==> config.mk <==
export PLATFORM = sky130hd
export DESIGN_NAME = sb3320_path_sequencer_flat
export DESIGN_NICKNAME = d
export VERILOG_FILES = /design/src/rtl/sb3320_path_sequencer_if.sv /design/src/rtl/sb3320_path_sequencer.sv /design/src/flat_wrapper.sv
export SDC_FILE = /design/constraint.sdc
export NUM_CORES = 1
export LEC_CHECK = 0
export CAP_MARGIN = 20
export CORE_MARGIN = 2
export CORE_UTILIZATION = 60
export CTS_BUF_LIST = sky130_fd_sc_hd__clkbuf_4 sky130_fd_sc_hd__clkbuf_8 sky130_fd_sc_hd__clkbuf_16
export DETAILED_ROUTE_END_ITERATION = 16
export PLACE_DENSITY = 0.95
export SYNTH_ARGS = -nofsm -noshare
export SYNTH_HDL_FRONTEND = slang
export SYNTH_SLANG_ARGS = --single-unit
==> constraint.sdc <==
create_clock -name clk_50 -period 5.4 [get_ports clk_50]
set_clock_uncertainty 0.1 [all_clocks]
set_input_delay 0.81 -clock clk_50 [delete_from_list [all_inputs] [get_ports clk_50]]
set_output_delay 0.81 -clock clk_50 [all_outputs]
set_load 0.01 [all_outputs]
==> src/rtl/sb3320_path_sequencer_if.sv <==
// Planner / line-follower handshake bundle for the path sequencer.
// master: path source and junction events; slave: the sequencer.
interface sb3320_path_sequencer_if #(
  parameter int NODE_W   = 5,
  parameter int PATH_LEN = 10
);
  logic                         path_valid;
  logic [NODE_W*PATH_LEN-1:0]   path_in;
  logic                         node_reached;
  logic [NODE_W-1:0]            prev_node;
  logic [NODE_W-1:0]            curr_node;
  logic [NODE_W-1:0]            next_node;
  logic                         dir_start;
  logic [3:0]                   remaining;
  logic                         busy;
  logic                         goal_reached;
  logic                         path_error;

  modport master (
    output path_valid,
    output path_in,
    output node_reached,
    input  prev_node,
    input  curr_node,
    input  next_node,
    input  dir_start,
    input  remaining,
    input  busy,
    input  goal_reached,
    input  path_error
  );

  modport slave (
    input  path_valid,
    input  path_in,
    input  node_reached,
    output prev_node,
    output curr_node,
    output next_node,
    output dir_start,
    output remaining,
    output busy,
    output goal_reached,
    output path_error
  );
endinterface

==> src/rtl/sb3320_path_sequencer.sv <==
// Walks a latched planner path one junction at a time and emits
// {prev,curr,next} triples with a dir_start pulse per triple.
// Ports: clk_50, reset (async, active-high), bus (slave):
//   in : path_valid, path_in, node_reached
//   out: prev/curr/next_node, dir_start, remaining, busy,
//        goal_reached, path_error
module sb3320_path_sequencer #(
  parameter int NODE_W   = 5,
  parameter int PATH_LEN = 10,
  parameter int PAD_NODE = 27
) (
  input  logic                   clk_50,
  input  logic                   reset,
  sb3320_path_sequencer_if.slave bus
);

  localparam int IDX_W = 4;
  localparam logic [NODE_W-1:0] PAD  = NODE_W'(PAD_NODE);
  localparam logic [IDX_W-1:0]  LAST = IDX_W'(PATH_LEN - 1);

  typedef enum logic [2:0] {
    S_IDLE,
    S_SCAN,
    S_RUN,
    S_DONE,
    S_ERROR
  } state_t;

  state_t                           r_state;
  state_t                           w_state_nx;
  logic [PATH_LEN-1:0][NODE_W-1:0]  r_slot;
  logic [IDX_W-1:0]                 r_idx;
  logic [IDX_W-1:0]                 w_idx_nx;
  logic [NODE_W-1:0]                r_prev;
  logic [NODE_W-1:0]                r_curr;
  logic [NODE_W-1:0]                r_next;
  logic [NODE_W-1:0]                w_prev_nx;
  logic [NODE_W-1:0]                w_curr_nx;
  logic [NODE_W-1:0]                w_next_nx;
  logic [IDX_W-1:0]                 r_rem;
  logic [IDX_W-1:0]                 w_rem_nx;
  logic                             r_dir;
  logic                             w_dir_nx;
  logic                             r_busy;
  logic                             r_goal;
  logic                             r_err;
  logic                             w_load;

  logic [IDX_W-1:0]                 w_im1;
  logic [IDX_W-1:0]                 w_im2;
  logic [NODE_W-1:0]                w_slot_i;
  logic [NODE_W-1:0]                w_slot_m1;
  logic [NODE_W-1:0]                w_slot_m2;

  assign w_im1 = r_idx - 1'b1;
  assign w_im2 = r_idx - 2'd2;

  // Slot reads at idx, idx-1, idx-2. Underflowed indices
  // match no slot and read as padding.
  always_comb begin
    w_slot_i  = PAD;
    w_slot_m1 = PAD;
    w_slot_m2 = PAD;
    for (int i = 0; i < PATH_LEN; i++) begin
      if (IDX_W'(i) == r_idx) w_slot_i  = r_slot[i];
      if (IDX_W'(i) == w_im1) w_slot_m1 = r_slot[i];
      if (IDX_W'(i) == w_im2) w_slot_m2 = r_slot[i];
    end
  end

  always_comb begin
    w_state_nx = r_state;
    w_idx_nx   = r_idx;
    w_prev_nx  = r_prev;
    w_curr_nx  = r_curr;
    w_next_nx  = r_next;
    w_rem_nx   = r_rem;
    w_dir_nx   = 1'b0;
    w_load     = 1'b0;
    unique case (r_state)
      S_IDLE, S_DONE, S_ERROR: begin
        if (bus.path_valid) begin
          w_load     = 1'b1;
          w_idx_nx   = LAST;
          w_state_nx = S_SCAN;
        end
      end
      S_SCAN: begin
        if (w_slot_i == PAD && r_idx != '0) begin
          w_idx_nx = w_im1;
        end else if (w_slot_i == PAD) begin
          w_state_nx = S_ERROR;
        end else begin
          w_prev_nx  = PAD;
          w_curr_nx  = w_slot_i;
          w_next_nx  = (r_idx != '0) ? w_slot_m1 : PAD;
          w_rem_nx   = r_idx;
          w_dir_nx   = 1'b1;
          w_state_nx = (r_idx != '0) ? S_RUN : S_DONE;
        end
      end
      S_RUN: begin
        if (bus.node_reached) begin
          // A pad where the bot is about to stand, or one hop
          // beyond it, means the path is broken mid-way.
          if (w_slot_m1 == PAD) begin
            w_state_nx = S_ERROR;
          end else if (w_im1 == '0) begin
            w_idx_nx   = '0;
            w_prev_nx  = r_curr;
            w_curr_nx  = r_next;
            w_next_nx  = PAD;
            w_rem_nx   = '0;
            w_dir_nx   = 1'b1;
            w_state_nx = S_DONE;
          end else if (w_slot_m2 == PAD) begin
            w_state_nx = S_ERROR;
          end else begin
            w_idx_nx   = w_im1;
            w_prev_nx  = r_curr;
            w_curr_nx  = r_next;
            w_next_nx  = w_slot_m2;
            w_rem_nx   = w_im1;
            w_dir_nx   = 1'b1;
          end
        end
      end
      default: begin
        w_state_nx = S_IDLE;
      end
    endcase
  end

  always_ff @(posedge clk_50 or posedge reset) begin
    if (reset) begin
      r_state <= S_IDLE;
      r_slot  <= {PATH_LEN{PAD}};
      r_idx   <= '0;
      r_prev  <= PAD;
      r_curr  <= PAD;
      r_next  <= PAD;
      r_rem   <= '0;
      r_dir   <= 1'b0;
      r_busy  <= 1'b0;
      r_goal  <= 1'b0;
      r_err   <= 1'b0;
    end else begin
      r_state <= w_state_nx;
      if (w_load) r_slot <= bus.path_in;
      r_idx   <= w_idx_nx;
      r_prev  <= w_prev_nx;
      r_curr  <= w_curr_nx;
      r_next  <= w_next_nx;
      r_rem   <= w_rem_nx;
      r_dir   <= w_dir_nx;
      r_busy  <= (w_state_nx == S_SCAN) ||
                 (w_state_nx == S_RUN);
      r_goal  <= (w_state_nx == S_DONE);
      r_err   <= (w_state_nx == S_ERROR);
    end
  end

  assign bus.prev_node    = r_prev;
  assign bus.curr_node    = r_curr;
  assign bus.next_node    = r_next;
  assign bus.remaining    = r_rem;
  assign bus.dir_start    = r_dir;
  assign bus.busy         = r_busy;
  assign bus.goal_reached = r_goal;
  assign bus.path_error   = r_err;

endmodule

==> src/flat_wrapper.sv <==
// flat-port wrapper written by rule: the top's interface ports become plain ports
module sb3320_path_sequencer_flat 
#(
  parameter int NODE_W   = 5,
  parameter int PATH_LEN = 10,
  parameter int PAD_NODE = 27
)
  (clk_50, reset, bus_path_valid, bus_path_in, bus_node_reached, bus_prev_node, bus_curr_node, bus_next_node, bus_dir_start, bus_remaining, bus_busy, bus_goal_reached, bus_path_error);
  sb3320_path_sequencer_if #(.NODE_W(NODE_W), .PATH_LEN(PATH_LEN)) bus_i ();
  input  logic clk_50;
  input  logic reset;
  input wire logic [$bits(bus_i.path_valid)-1:0] bus_path_valid;
  input wire logic [$bits(bus_i.path_in)-1:0] bus_path_in;
  input wire logic [$bits(bus_i.node_reached)-1:0] bus_node_reached;
  output wire logic [$bits(bus_i.prev_node)-1:0] bus_prev_node;
  output wire logic [$bits(bus_i.curr_node)-1:0] bus_curr_node;
  output wire logic [$bits(bus_i.next_node)-1:0] bus_next_node;
  output wire logic [$bits(bus_i.dir_start)-1:0] bus_dir_start;
  output wire logic [$bits(bus_i.remaining)-1:0] bus_remaining;
  output wire logic [$bits(bus_i.busy)-1:0] bus_busy;
  output wire logic [$bits(bus_i.goal_reached)-1:0] bus_goal_reached;
  output wire logic [$bits(bus_i.path_error)-1:0] bus_path_error;
  assign bus_i.path_valid = bus_path_valid;
  assign bus_i.path_in = bus_path_in;
  assign bus_i.node_reached = bus_node_reached;
  assign bus_prev_node = bus_i.prev_node;
  assign bus_curr_node = bus_i.curr_node;
  assign bus_next_node = bus_i.next_node;
  assign bus_dir_start = bus_i.dir_start;
  assign bus_remaining = bus_i.remaining;
  assign bus_busy = bus_i.busy;
  assign bus_goal_reached = bus_i.goal_reached;
  assign bus_path_error = bus_i.path_error;
  sb3320_path_sequencer #(.NODE_W(NODE_W), .PATH_LEN(PATH_LEN), .PAD_NODE(PAD_NODE)) u_core (.clk_50(clk_50), .reset(reset), .bus(bus_i));
endmodule
Yosys cells after proc, flatten, opt, wreduce, memory -nomap -nowiden:

Cells that the tools add are included.

* logic and storage cells: 159
* input port bits: 54
* output and inout bits: 23
* flip-flop bits (word level): 80

* equal/unequal tests: 45
* reduce and logical (&&, ||, !) cells: 12
* muxes and demuxes: 80
* add/sub/neg operators: 2

Operators with widths (count)
* 2-to-1 mux 5 bit: 49
* equality test 3 x 4 -> 1 bit (first input constant): 12
* 2-to-1 mux 4 bit: 8
* one-hot mux 5 bit (2 select lines): 3
* equality test 2 x 4 -> 1 bit (first input constant): 6
* equality test 4 bit (first input constant): 6
* 2-to-1 mux 3 bit: 7
* equality test 5 bit (second input constant): 3
* equality test 1 x 4 -> 1 bit (first input constant): 3
* equality test 3 x 2 -> 1 bit (second input constant): 4
* logical NOT 4 bit: 3
* one-hot mux 4 bit (3 select lines): 1
* AND reduction 6 bit: 2
* inequality test 2 bit (second input constant): 5
* 2-to-1 mux 1 bit: 9
* one-hot mux 3 bit (3 select lines): 1
* one-hot mux 4 bit (2 select lines): 1
* equality test 3 x 1 -> 1 bit (second input constant): 2
* equality test 3 bit (second input constant): 2
* nonzero test 4 bit: 1
* subtractor 4 x 1 -> 4 bit (second input constant): 1
* subtractor 4 x 2 -> 4 bit (second input constant): 1
* logical NOT 3 bit: 1
* inequality test 3 x 2 -> 1 bit (second input constant): 1
* other kinds (7): 7

Logic depth before layout (Yosys ltp):

Gate-level depths: netlist (run 1).

* depth after elaboration: 20
* mapped depth: 16
* mapped depth without buffers: 11

Least setup slack after synthesis (run 1):

OpenSTA, ideal clock, no wires.

* path kind: reg2reg
* start: register u_core.r_idx[2]
* end: register u_core.r_rem[0] (netlist: u_core.bus.remaining[0])
* data arrival time: 2897 ps
* buffers on the path: 4
* data required time: 5175 ps
* period minus slack after synthesis: 3122 ps
* setup slack: 2278 ps
* library setup time: 125 ps
* stages on the path, launching flop included: 15
* path through: dfrtp_1 buf_6 clkinv_1 ha_1 clkbuf_1 nand2_1 o32a_1 a31oi_1 nand4_1 o31ai_4 or2_1 buf_6 nand2_4 buf_6 mux2_4

* cells in the longest elaborated chain, start to end: 15
* elaborated cells on any way between the ends: 76
* those cells by class: 2 x add/sub; 34 x eq/ne; 34 x mux; 6 x reduce/logical

Ends and longest elaborated chain
* start, declared: line sb3320_path_sequencer.sv:32 `logic [IDX_W-1:0] r_idx;`
* start signal, assigned: line sb3320_path_sequencer.sv:150 `r_idx <= w_idx_nx;`
* subtractor 4 x 2 -> 4 bit (tied with other cells): line sb3320_path_sequencer.sv:56 `assign w_im2 = r_idx - 2'd2;`
* logical NOT 4 bit (tied with other cells): line sb3320_path_sequencer.sv:67 `if (IDX_W'(i) == w_im2) w_slot_m2 = r_slot[i];`
* 2-to-1 mux 5 bit, on equally long branches (9 in series): line sb3320_path_sequencer.sv:67, sb3320_path_sequencer.sv:65, sb3320_path_sequencer.sv:66
* 2-to-1 mux 5 bit (tied with other cells): line sb3320_path_sequencer.sv:67
* equality test 5 bit (tied with other cells): line sb3320_path_sequencer.sv:116 `end else if (w_slot_m2 == PAD) begin`
* inequality test 3 x 2 -> 1 bit (no line) or inequality test 2 bit (tied branches)
* AND reduction 6 bit (no line)
* end signal, assigned: line sb3320_path_sequencer.sv:154 `r_rem <= w_rem_nx;`
* end, declared: line sb3320_path_sequencer.sv:40 `logic [IDX_W-1:0] r_rem;`

Parallel ways exist; a longest one is shown, timed or not. The select of a mux whose other input is x is not followed.
A chain may end at the register's enable or synchronous reset.

Worst setup path in the final report (run 1):

Ends and elaborated chain as after synthesis.

==> out/results.txt, run 1 <==
DRC viols - 0
Reg2reg setup slack - 760 ps
Most frequent cells in the layout - clkdlybuf4s50_1 (76), nand2_1 (55), dfstp_2 (52), mux2_2 (43), a21oi_1 (35)
Startpoint Class - register
Worst Tran Pin Value - 1070 ps
Placer congestion estimate - 1.05
Initial antenna violation count - 0
Worst setup path start - u_core.r_idx[2]
Share of cells above drive strength 1 - 0.233
Post-synth EDFFs - 0
Fin nets - 700
Cells after synthesis - 588
Hold Crit Class - reg2reg
Async SR Flop Fraction - 1.00
CTS Buffer Depth - 2
# IOs - 77
Cells after DPL - 738
Critical Path AT - 4780 ps
Seq pwr share - 0.303
Die height - 101 um
Cell-internal power - 0.00257 W
Critical path class - reg2reg
Vias in the first global route - 4900
Area share of the largest cell type after synthesis - 0.244
RSZ-0062 raised after global routing - false
Setup crit end kind - register
# setup viols final - 0
Clock sinks - 80
Fin cells - 754
Worst setup path end - u_core.bus.remaining[0]
Port Buffers - 76
Fin area - 6500 um2
Design Power - 0.00485 W
Reg-to-Reg End - u_core.bus.remaining[0]
Routed vias/inst - 6.72
Final max-slew violation count - 0
Wirelength per Cell - 23.3 um
Fin crit share - 0.859
DIE AREA - 10100 um2
Post-Syn Nets - 650
Pwr/cell area - 747 nW/um2
Clk_lat worst skew - 360 ps
Initial drt markers - 474
Clock slew at reported path FFs - 90 ps
Switching share of power - 0.471
Final worst slack - 763 ps
Commonest non-fill, non-tap cell in the layout - clkdlybuf4s50_1
Largest net degree at the start of global routing - 52
Clock Power Share - 0.103
Min Tclk post-route - 4640 ps
Max_cap viols - 0
Grt ovf - 0
Post-Route WL - 17600 um
GR Util All Layers - 0.356
Hold path depth - 2
Hold_buf cts - 0
FF-to-FF Start - u_core.r_idx[2]
Status - finished, final reports clean
Max Freq - 216 MHz
Synth Warn # - 0
Worst EP required - 5550 ps
# Post-CTS Setup Buffers - 0
Pleak - 2.47 nW
Area contributors post-synth - dfstp_2 (24%), dfrtp_1 (13%), mux2_2 (8.7%)
Drt pass-1 iters - 5
Final hold violations - 0
CP max FO - 22
Max transition margin - 0.281
H-tree levels - 3
Die width - 101 um
Placed inst area - 6280 um2
Clock root cell - clkbuf_8
P_sw - 0.00229 W
First-pass GRT wire length - 27300 um
Logic pwr share - 0.594
Synth unique cells - 78
Gates resized, CTS repair - 0
Register area share after synthesis - 0.369
Setup WS pre-CTS - 950 ps
Synthesized flop and latch total - 80
Area delta synth->final - 16.2%
Reg2Reg Depth - 11
Ant diodes - 0
Via count - 5065
Worst vdd ir - 0.484 mV
Starting Density - 0.611
# rows - 35
Core area - 9150 um2
Predominant post-synthesis flop cell - dfstp_2
Synth area leader - dfstp_2
Antenna-violating nets left - 0
CTS tree - yes
Inserted Clock Buffers - 9
Mapped Area - 5590 um2
Syn Area/Cell - 9.51 um2
TNS Setup - 0 ps
Dpl hpwl - 12900 um
-- critical path: stages, from the launching register on --
cell,delay (ps)
dfrtp_1,850
clkinv_1,520
ha_1,690
nor2b_1,330
o211a_1,200
o211ai_1,140
a311oi_1,320
nand4_1,210
o31ai_4,140
or2_1,360
nand2_4,280
mux2_4,360
-- final cells by class --
type	instances	area (um2)
Clock buffer	10	131
Tap cell	111	139
Sequential cell	80	2070
Clock inverter	6	91.3
Fill cell	675	2650
Multi-Input combinational cell	436	3150
Inverter	27	101
Timing Repair Buffer	84	821
-- layer usage --
metal  routed length, um  vias to the layer above  track usage
met5                   0                        -            0
met4                 498                        0        0.112
met3                2230                       54        0.123
met2                7580                      333        0.524
met1                7270                     2433        0.493
li1                    -                     2245            -
-- Yosys cell counts (all sizes together) (7+ instances only) --
library cell and n:
nand2 56, dfstp 52, mux2 52, o21ai 38
a21oi 36, buf 36, nor2b 29, dfrtp 28
nor2 26, inv 25, nand2b 14, nor3b 14
nand3 12, nor3 12, o22ai 10, o311ai 10
a31oi 9, clkbuf 9, o31ai 9, ha 8
mux2i 7, o221ai 7, o22a 7
-- flip-flops by register name, summed over array words and instances (netlist names) --
signal                   count
u_core.bus.curr_node         5
u_core.bus.next_node         5
u_core.bus.prev_node         5
u_core.bus.path_error        1
u_core.r_state               3
u_core.bus.dir_start         1
u_core.bus.goal_reached      1
u_core.bus.remaining         4
u_core.r_idx                 4
u_core.bus.busy              1
u_core.r_slot               50
-- kinds of logic (layout without fill, tap and decap cells) --
group,after synthesis,in the layout,share of synthesized area
AND/OR/NAND/NOR,183,183,0.171
buffers and inverters,72,127,0.0696
AO/OA/AOI/OAI,179,179,0.234
XOR/XNOR,7,7,0.0150
flip-flops,80,80,0.369
adder cells (fa/ha/maj),8,8,0.0179
multiplexers,59,59,0.123
-- power groups by stage --
stage          Clock [W]  Combinational, W  Sequential, W
2_1_floorplan          0           0.00220        0.00128
3_3_place_gp           0           0.00274        0.00144
3_5_place_dp           0           0.00281        0.00144
4_1_cts         0.000510           0.00282        0.00144
5_1_grt         0.000531           0.00309        0.00149
6_report        0.000501           0.00288        0.00147
-- worst min path at each step --
stage	from	to	slack, ps
final	u_core.bus.next_node[1]	u_core.bus.next_node[1]	410
after global routing	u_core.bus.next_node[1]	u_core.bus.next_node[1]	410
after CTS	u_core.bus.next_node[1]	u_core.bus.next_node[1]	410
after detailed placement	u_core.bus.next_node[1]	u_core.bus.next_node[1]	390
after global placement	u_core.bus.next_node[1]	u_core.bus.next_node[1]	380
after floorplan	u_core.bus.next_node[0]	u_core.bus.next_node[0]	390
-- through the flow --
stage               utilization  hold WS [ps]
floorplan                     -           385
global placement          0.686           378
detailed placement        0.686           393
CTS                       0.710           406
global route              0.710           409
finish                    0.710           408
Power figures use the tool's default switching activity.
==> inputs of run 2 (changes only) <==
- CTS_BUF_LIST: sky130_fd_sc_hd__clkbuf_4 sky130_fd_sc_hd__clkbuf_8 sky130_fd_sc_hd__clkbuf_16 -> default
- SLEW_MARGIN: default -> 20
==> run 2 against run 1 <==
  * Count of clock-buffer cells in the layout did not move
  * Worst hold slack barely moved
  * Non-clock buffer count is the same
  * Sequential share of layout area about the same
  * Total power shrank 0.13%
  * Final cell count did not move
  * Setup slack got worse by 2.2 ps
  * Cell area barely moved
  * First-iteration DRC count unchanged
  * Critical endpoint unchanged
  * Sequential power about the same
  * Core utilization hardly changed
  * Critical path depth did not move
==> out/results.txt, run 2 (synthesis results as in run 1) <==
CTS tree - yes
Starting Density - 0.611
Fin nets - 700
Critical Path AT - 4790 ps
Vias in the first global route - 4900
Startpoint Class - register
Pwr/cell area - 746 nW/um2
First-pass GRT wire length - 27300 um
Fin crit share - 0.859
DRC viols - 0
Max_cap viols - 0
Max transition margin - 0.270
Die width - 101 um
Seq pwr share - 0.303
Fill cells - 675
Wirelength per Cell - 23.3 um
CP max FO - 22
Final hold violations - 0
Setup crit end kind - register
Clock slew at reported path FFs - 90 ps
Finished Core Util - 0.710
Initial drt markers - 474
Final max-slew violation count - 0
Largest Register - u_core.r_slot
Area delta synth->final - 16.1%
Inserted Clock Buffers - 9
Critical path class - reg2reg
Dpl hpwl - 12900 um
Multi-input gate area - 3150 um2
# setup viols final - 0
Clock root cell - clkbuf_8
# rows - 35
Pleak - 2.47 nW
Port Buffers - 76
Largest net degree at the start of global routing - 52
Min Tclk post-route - 4640 ps
Max reg flops - 50
Hold Crit Class - reg2reg
Fin cells - 754
Commonest non-fill, non-tap cell in the layout - clkdlybuf4s50_1
Worst Tran Pin Value - 1090 ps
Initial antenna violation count - 0
Status - finished, final reports clean
Placer congestion estimate - 1.05
CTS Buffer Depth - 2
Share of cells above drive strength 1 - 0.232
Fin area - 6500 um2
Hold_buf cts - 0
RSZ-0062 raised after global routing - false
Worst vdd ir - 0.483 mV
Placed inst area - 6280 um2
Switching share of power - 0.471
P_sw - 0.00229 W
DIE AREA - 10100 um2
Drt pass-1 iters - 6
# IOs - 77
Most frequent cells in the layout - clkdlybuf4s50_1 (76), nand2_1 (55), dfstp_2 (52), mux2_2 (43), a21oi_1 (35)
Cells after DPL - 738
Routed vias/inst - 6.71
Core area - 9150 um2
Antenna-violating nets left - 0
Worst EP required - 5550 ps
Gates resized, CTS repair - 0
Ant diodes - 0
Via count - 5061
GR Util All Layers - 0.356
Area occupied by registers - 2070 um2
Clock sinks - 80
Post-Route WL - 17600 um
# Post-CTS Setup Buffers - 0
Clock Power Share - 0.102
Die height - 101 um
Cell-internal power - 0.00256 W
TNS Setup - 0 ps
Clk_lat worst skew - 360 ps
Grt ovf - 0
Logic pwr share - 0.595
H-tree levels - 3
Max Freq - 216 MHz
==> run 2: changes by cell type in the layout (fill, tap and decap cells not counted) <==
cell,previous run,this run
clkbuf_1,0,1
clkbuf_4,1,0
==> run 2: metal layers <==
metal	wire length (um)	vias up	global-route usage
met3	2150	53	0.123
met1	7350	2446	0.493
met2	7580	315	0.524
li1	-	2247	-
met4	493	0	0.112
met5	0	-	0
==> run 2: worst paths after layout <==
kind | end | slack, ps | cells after the start | from
worst max-delay path | u_core.bus.remaining[0] | 760 | 11 | u_core.r_idx[2]
worst min-delay path | u_core.bus.next_node[1] | 410 | 2 | u_core.bus.next_node[1]
worst max register to register | u_core.bus.remaining[0] | 760 | 11 | u_core.r_idx[2]
worst min register to register | u_core.bus.next_node[1] | 410 | 2 | u_core.bus.next_node[1]
max in group asynchronous | u_core.r_slot[14] | 3370 | 3 | reset
min in group asynchronous | u_core.r_slot[2] | 800 | 2 | reset
==> run 2: power groups by stage <==
stage	clock network [W]	registers (W)	logic, W
detailed placement	0	0.00144	0.00281
finish	0.000496	0.00147	0.00288
CTS	0.000505	0.00144	0.00282
global placement	0	0.00144	0.00274
floorplan	0	0.00128	0.00220
global route	0.000526	0.00149	0.00309
==> run 2: metrics by stage <==
step	power, W	worst slack, ps	hold WS (ps)
final	0.00485	761	408
after global routing	0.00510	569	409
after CTS	0.00476	927	406
after detailed placement	0.00425	950	393
after global placement	0.00418	1070	378
after floorplan	0.00347	2280	385
==> run 2: cell type report <==
class / instances / share of cell area
Clock buffer: 10 / 0.0196
Clock inverter: 6 / 0.0141
Inverter: 27 / 0.0156
Multi-Input combinational cell: 436 / 0.485
Sequential cell: 80 / 0.318
Tap cell: 111 / 0.0214
Timing Repair Buffer: 84 / 0.126
==> run 2: critical path: stages, from the launching register on <==
cell	delay (ps)
dfrtp_1	850
clkinv_1	520
ha_1	690
nor2b_1	330
o211a_1	200
o211ai_1	140
a311oi_1	320
nand4_1	210
o31ai_4	140
or2_1	360
nand2_4	280
mux2_4	360
==> patch 1, RTL diff (config.mk and constraints of run 1) <==
Re-encode `state_t` (5 states) as one-hot, 5 bits wide.
--- a/src/rtl/sb3320_path_sequencer.sv
+++ b/src/rtl/sb3320_path_sequencer.sv
@@ -18,12 +18,12 @@
   localparam logic [NODE_W-1:0] PAD  = NODE_W'(PAD_NODE);
   localparam logic [IDX_W-1:0]  LAST = IDX_W'(PATH_LEN - 1);
 
-  typedef enum logic [2:0] {
-    S_IDLE,
-    S_SCAN,
-    S_RUN,
-    S_DONE,
-    S_ERROR
+  typedef enum logic [4:0] {
+    S_IDLE  = 5'b00001,
+    S_SCAN  = 5'b00010,
+    S_RUN   = 5'b00100,
+    S_DONE  = 5'b01000,
+    S_ERROR = 5'b10000
   } state_t;
 
   state_t                           r_state;
Behaviour: same outputs for any inputs over 4 cycles, from zero or initial values and one cycle with reset high; so few cycles prove little.
==> patch 1 against run 1 <==
- hold slack got worse by 23 ps
- first-iteration DRC count grew 17%
- via count up 7.4%
- setup slack gained 94 ps
- wire length rose by 5.4%
- critical endpoint is now u_core.r_idx[2]$_DFFE_PP0P_
- total power shrank 1.7%
- synthesized cell count up 2.7%
- sequential cell count increased by 2
- design area grew 3.9%
- global-route usage is 1.3 points higher
- synthesized area grew 2.1%
- sequential share of layout area is 0.44 points lower
==> patch 1: results (changes against run 1) <==
| Metric | Value |
|---|---|
| Status | `finished clean` |
| Worst path max stage delay | `890 ps (+40 ps)` |
| Final net count | `724 (+3.4%)` |
| Share of layout cells above drive strength 1 | `24.6% (+1.3 points)` |
| Invs w/o clock | `27 (unchanged)` |
| Commonest cells post-synth | `dfstp_2, mux2_2, nand2_1` |
| First-pass GRT wire length | `29000 microns (+6.3%)` |
| CTS Buf Count | `9 (unchanged)` |
| Total wire length | `18500 microns (+5.4%)` |
| DRT iter0 DRCs | `556 (+17%)` |
| Vias in the first global route | `5293 (+8.0%)` |
| Peak VDD IR | `0.000329 V (-32%)` |
| Post-Syn Nets | `667 (+2.6%)` |
| Largest net degree at the start of global routing | `52 (unchanged)` |
| Top_reg_cell synth | `dfstp_2` |
| Via Count | `5438 (+7.4%)` |
| Most flops, register | `u_core.r_slot` |
| Register area share after synthesis | `37.1% (+0.14 points)` |
| CP top delay family | `compound AO/OA/AOI/OAI gates` |
| Tot GR Track Use | `36.9% (+1.3 points)` |
| Number of clock buffers in the layout | `11 (+1)` |
| R2r worst-path depth | `11 (unchanged)` |
| Seq cells | `82 (+2.5%)` |
| Multi-In Gates | `449 (+3.0%)` |
| ClkCell Share | `3.15% (-0.28 points)` |
| Bufs w/o clock | `92 (+9.5%)` |
| Ranking of synthesized cells by area | `dfstp_2, dfrtp_1, mux2_2` |
| DP Cell Count | `779 (+5.6%)` |
| Pleak | `2.67 nW (+7.7%)` |
| Clock slew at reported path FFs | `about 100 ps` |
| Layout non-clock buf frac | `13.0% (+0.41 points)` |
| Max reg flops | `50 (unchanged)` |
| Via density | `6.84 (+1.8%)` |
| Worst hold stages | `2 (unchanged)` |
| PortBufs | `76 (unchanged)` |
| Fraction of area in registers | `31.4% (-0.44 points)` |
| Worst rel slew slack | `29.6% (+1.5 points)` |
| Setup TNS Final | `0 ps (unchanged)` |
| GPL Wtd Cong | `1.03 (-2.3%)` |
| Worst Path Max Fanout | `26 (+18%)` |
| Fraction of area in multi-input gates | `48.6% (+0.10 points)` |
| Critical-path top delay cell | `ha_1` |
| Synth Instances | `604 (+2.7%)` |
| Ys async rst share | `100% (unchanged)` |
| Distinct cell type count of the synthesized netlist | `76 (-2.6%)` |
| Post-CTS Setup Bufs | `0 (unchanged)` |
| Final HPWL DP | `13700 microns (+5.8%)` |
| # fillers | `708 (+4.9%)` |
| Cts repair resizes | `0 (unchanged)` |
==> patch 1: changes by cell type in the layout (fill, tap and decap cells not counted), sizes merged, moves of 6 or more <==
cell and change:
o21ai -11, nor3b -7, o311ai -6, nand2 -7
o211ai +6, and3 +6, nor2b -20, mux2 +9
buf +8, nor2 +11, a21oi -6, o21a +6
==> patch 1: power breakdown <==
| group | total (mW) | internal (mW) | switching, mW |
|---|---|---|---|
| Clock | 0.486 | 0.242 | 0.244 |
| Combinational | 2.88 | 1.28 | 1.59 |
| Sequential | 1.41 | 1.05 | 0.354 |
| Total | 4.77 | 2.58 | 2.19 |
==> patch 1: path summary, 6_finish.rpt <==
path / startpoint / endpoint / slack, ps
worst max-delay path: u_core.r_idx[1]$_DFFE_PP0P_ / u_core.r_idx[2]$_DFFE_PP0P_ / 860
max in group asynchronous: reset / u_core.r_slot[28]$_DFFE_PP1P_ / 3310
worst min register to register: u_core.bus.next_node[4]$_DFFE_PP1P_ / u_core.bus.curr_node[4]$_DFFE_PP1P_ / 390
worst max register to register: u_core.r_idx[1]$_DFFE_PP0P_ / u_core.r_idx[2]$_DFFE_PP0P_ / 860
worst min-delay path: u_core.bus.next_node[4]$_DFFE_PP1P_ / u_core.bus.curr_node[4]$_DFFE_PP1P_ / 390
min in group asynchronous: reset / u_core.r_state[3]$_DFF_PP0_ / 820
==> patch 1: metrics by stage <==
stage	setup WS (ps)	instance area, sq um	power [mW]	util, %	hold slack, ps
4_1_cts	1020	6760	4.68	73.1	389
5_1_grt	608	6760	5.01	73.1	399
2_1_floorplan	1970	5710	3.28	-	379
3_3_place_gp	1180	6540	4.13	70.8	388
3_5_place_dp	1050	6540	4.19	70.8	397
6_report	857	6760	4.77	73.1	385
==> patch 1: cells by family (layout without fill, tap and decap cells) <==
group	count (synthesis)	after routing	share of synthesized area (%)
adder cells (fa/ha/maj)	9	9	1.97
AND/OR/NAND/NOR	178	178	16.3
buffers and inverters	73	135	5.56
flip-flops	82	82	37.1
AO/OA/AOI/OAI	186	186	23.6
multiplexers	66	66	13.6
XOR/XNOR	10	10	1.93
==> patch 1: layer usage <==
| layer | vias up | part of all wire (%) | track usage, % |
|---|---|---|---|
| met4 | 0 | 4.3 | 15.2 |
| met5 | - | 0 | 0 |
| met1 | 2613 | 38 | 45.6 |
| li1 | 2370 | - | - |
| met3 | 76 | 8.8 | 8.21 |
| met2 | 379 | 49 | 62.2 |
==> patch 1: worst register-to-register path: cells and delay by family (launching register included) <==
kind | cells | cell delay (ps)
simple gates | 3 | 1290
flops | 1 | 450
compound gates | 6 | 1520
fa+ha+maj | 1 | 890
buf+inv | 1 | 190
==> patch 2, RTL diff (flow settings as in run 1) <==
Made on the original files. `NODE_W` is set to 5 in 3 places; all go to 4.
--- a/src/rtl/sb3320_path_sequencer_if.sv
+++ b/src/rtl/sb3320_path_sequencer_if.sv
@@ -1,7 +1,7 @@
 // Planner / line-follower handshake bundle for the path sequencer.
 // master: path source and junction events; slave: the sequencer.
 interface sb3320_path_sequencer_if #(
-  parameter int NODE_W   = 5,
+  parameter int NODE_W   = 4,
   parameter int PATH_LEN = 10
 );
   logic                         path_valid;
--- a/src/rtl/sb3320_path_sequencer.sv
+++ b/src/rtl/sb3320_path_sequencer.sv
@@ -5,7 +5,7 @@
 //   out: prev/curr/next_node, dir_start, remaining, busy,
 //        goal_reached, path_error
 module sb3320_path_sequencer #(
-  parameter int NODE_W   = 5,
+  parameter int NODE_W   = 4,
   parameter int PATH_LEN = 10,
   parameter int PAD_NODE = 27
 ) (
--- a/src/flat_wrapper.sv
+++ b/src/flat_wrapper.sv
@@ -1,7 +1,7 @@
 // flat-port wrapper written by rule: the top's interface ports become plain ports
 module sb3320_path_sequencer_flat 
 #(
-  parameter int NODE_W   = 5,
+  parameter int NODE_W   = 4,
   parameter int PATH_LEN = 10,
   parameter int PAD_NODE = 27
 )
Ports: changed (resized bus_curr_node, bus_next_node, bus_path_in and bus_prev_node); port bits go from 77 to 64. The function was not compared with the original's and may differ.
==> patch 2 against run 1 <==
- design area shrank 16%
- sequential cell count shrank 13
- sequential power shrank 20%
- critical path depth is the same
- fmax grew 9.6%
- setup slack gained 400 ps
- total power shrank 16%
- synthesized area shrank 18%
- first-iteration DRC count grew 51%
- wire length shrank 22%
- critical endpoint is now u_core.bus.next_node[3]$_DFFE_PP1P_
- highest routed layer unchanged
==> patch 2: results (changes against run 1) <==
| Metric | Value |
|---|---|
| Most flops, register | `u_core.r_slot` |
| PortBufs | `63 (-17%)` |
| # fillers | `504 (-25%)` |
| Worst rel slew slack | `37.7% (+9.6 points)` |
| Proportion of synthesized area in mux cells | `11.0% (-1.3 points)` |
| Final HPWL DP | `9490 microns (-27%)` |
| Fin cells | `625 (-17%)` |
| Routed met2 length | `6360 microns (-16%)` |
| DP Cell Count | `609 (-17%)` |
| DRT Pass-1 Iters | `8 (+3)` |
| Final net count | `573 (-18%)` |
| Register area share after synthesis | `37.7% (+0.74 points)` |
| Pre-CTS worst setup slack | `1340 ps (+393 ps)` |
| Pleak | `2.11 nW (-15%)` |
| Distinct cell type count of the synthesized netlist | `75 (-3.8%)` |
| Post-Synth XOR/XNOR Area | `2.08% (+0.58 points)` |
| PD cells | `746 nW/um^2 (about the same)` |
| Share of layout cells above drive strength 1 | `23.8% (+0.44 points)` |
| Worst path max stage delay | `470 ps (-380 ps)` |
| Ranking of synthesized cells by area | `dfstp_2, dfrtp_1, mux2_2` |
| Adder and majority gate portion of the synthesized area | `2.19% (+0.40 points)` |
| CP top delay family | `compound AO/OA/AOI/OAI gates` |
| Crit path DAT | `4420 ps (-360 ps)` |
| Max reg flops | `40 (-20%)` |
| DRT iter0 DRCs | `715 (+51%)` |
| First-pass GRT wire length | `21500 microns (-21%)` |
| Vias in the first global route | `4026 (-18%)` |
| Critical-path top delay cell | `o311ai_1` |
| Peak VDD IR | `0.000354 V (-27%)` |
| Status | `finished clean` |
| Total wire length | `13700 microns (-22%)` |
| Commonest cells post-synth | `mux2_2, a21oi_1, dfstp_2` |
| Met1 WL | `5140 microns (-29%)` |
| Worst Path Max Fanout | `32 (+45%)` |
| Tot GR Track Use | `33.2% (-2.4 points)` |
==> patch 2: where the power goes <==
part / switching (mW) / leakage (nW) / total, mW / internal, mW
sequential: 0.319 / 0.745 / 1.18 / 0.859
combinational: 1.34 / 1.24 / 2.34 / 0.992
clock: 0.212 / 0.133 / 0.554 / 0.342
==> patch 2: per-layer routing <==
metal	vias up	GRT usage [%]
met5	-	0
met4	0	15.2
met3	60	6.22
met2	351	53.2
met1	2017	43.7
li1	1863	-
==> patch 2: final timing paths <==
kind                       slack (ps)                                   to                           startpoint
max                              1170  u_core.bus.next_node[3]$_DFFE_PP1P_          u_core.r_idx[2]$_DFFE_PP0P_
min                               380  u_core.bus.prev_node[0]$_DFFE_PP1P_  u_core.bus.prev_node[0]$_DFFE_PP1P_
max reg2reg                      1170  u_core.bus.next_node[3]$_DFFE_PP1P_          u_core.r_idx[2]$_DFFE_PP0P_
min reg2reg                       380  u_core.bus.prev_node[0]$_DFFE_PP1P_  u_core.bus.prev_node[0]$_DFFE_PP1P_
max in group asynchronous        3780  u_core.bus.remaining[2]$_DFFE_PP0P_                                reset
min in group asynchronous         900            u_core.bus.busy$_DFF_PP0_                                reset
==> patch 2: final cells by class <==
| cell class | instances | share of cell area [%] |
|---|---|---|
| multi-input cells | 349 | 47.0 |
| clock buffers | 11 | 2.87 |
| well taps | 99 | 2.27 |
| inverters | 24 | 1.65 |
| flip-flops and latches | 67 | 31.7 |
| repair buffers | 70 | 12.5 |
| clock inverters | 5 | 1.97 |
==> patch 2: worst register-to-register path, cell delays in order (launching register included) <==
cell and delay (ps):
dfrtp_1 360, buf_4 230, inv_1 350, ha_1 370
a21boi_4 290, xor2_1 230, a221o_1 370, o311ai_1 470
and4bb_1 310, a21oi_4 250, a21bo_2 450, mux2_1 370
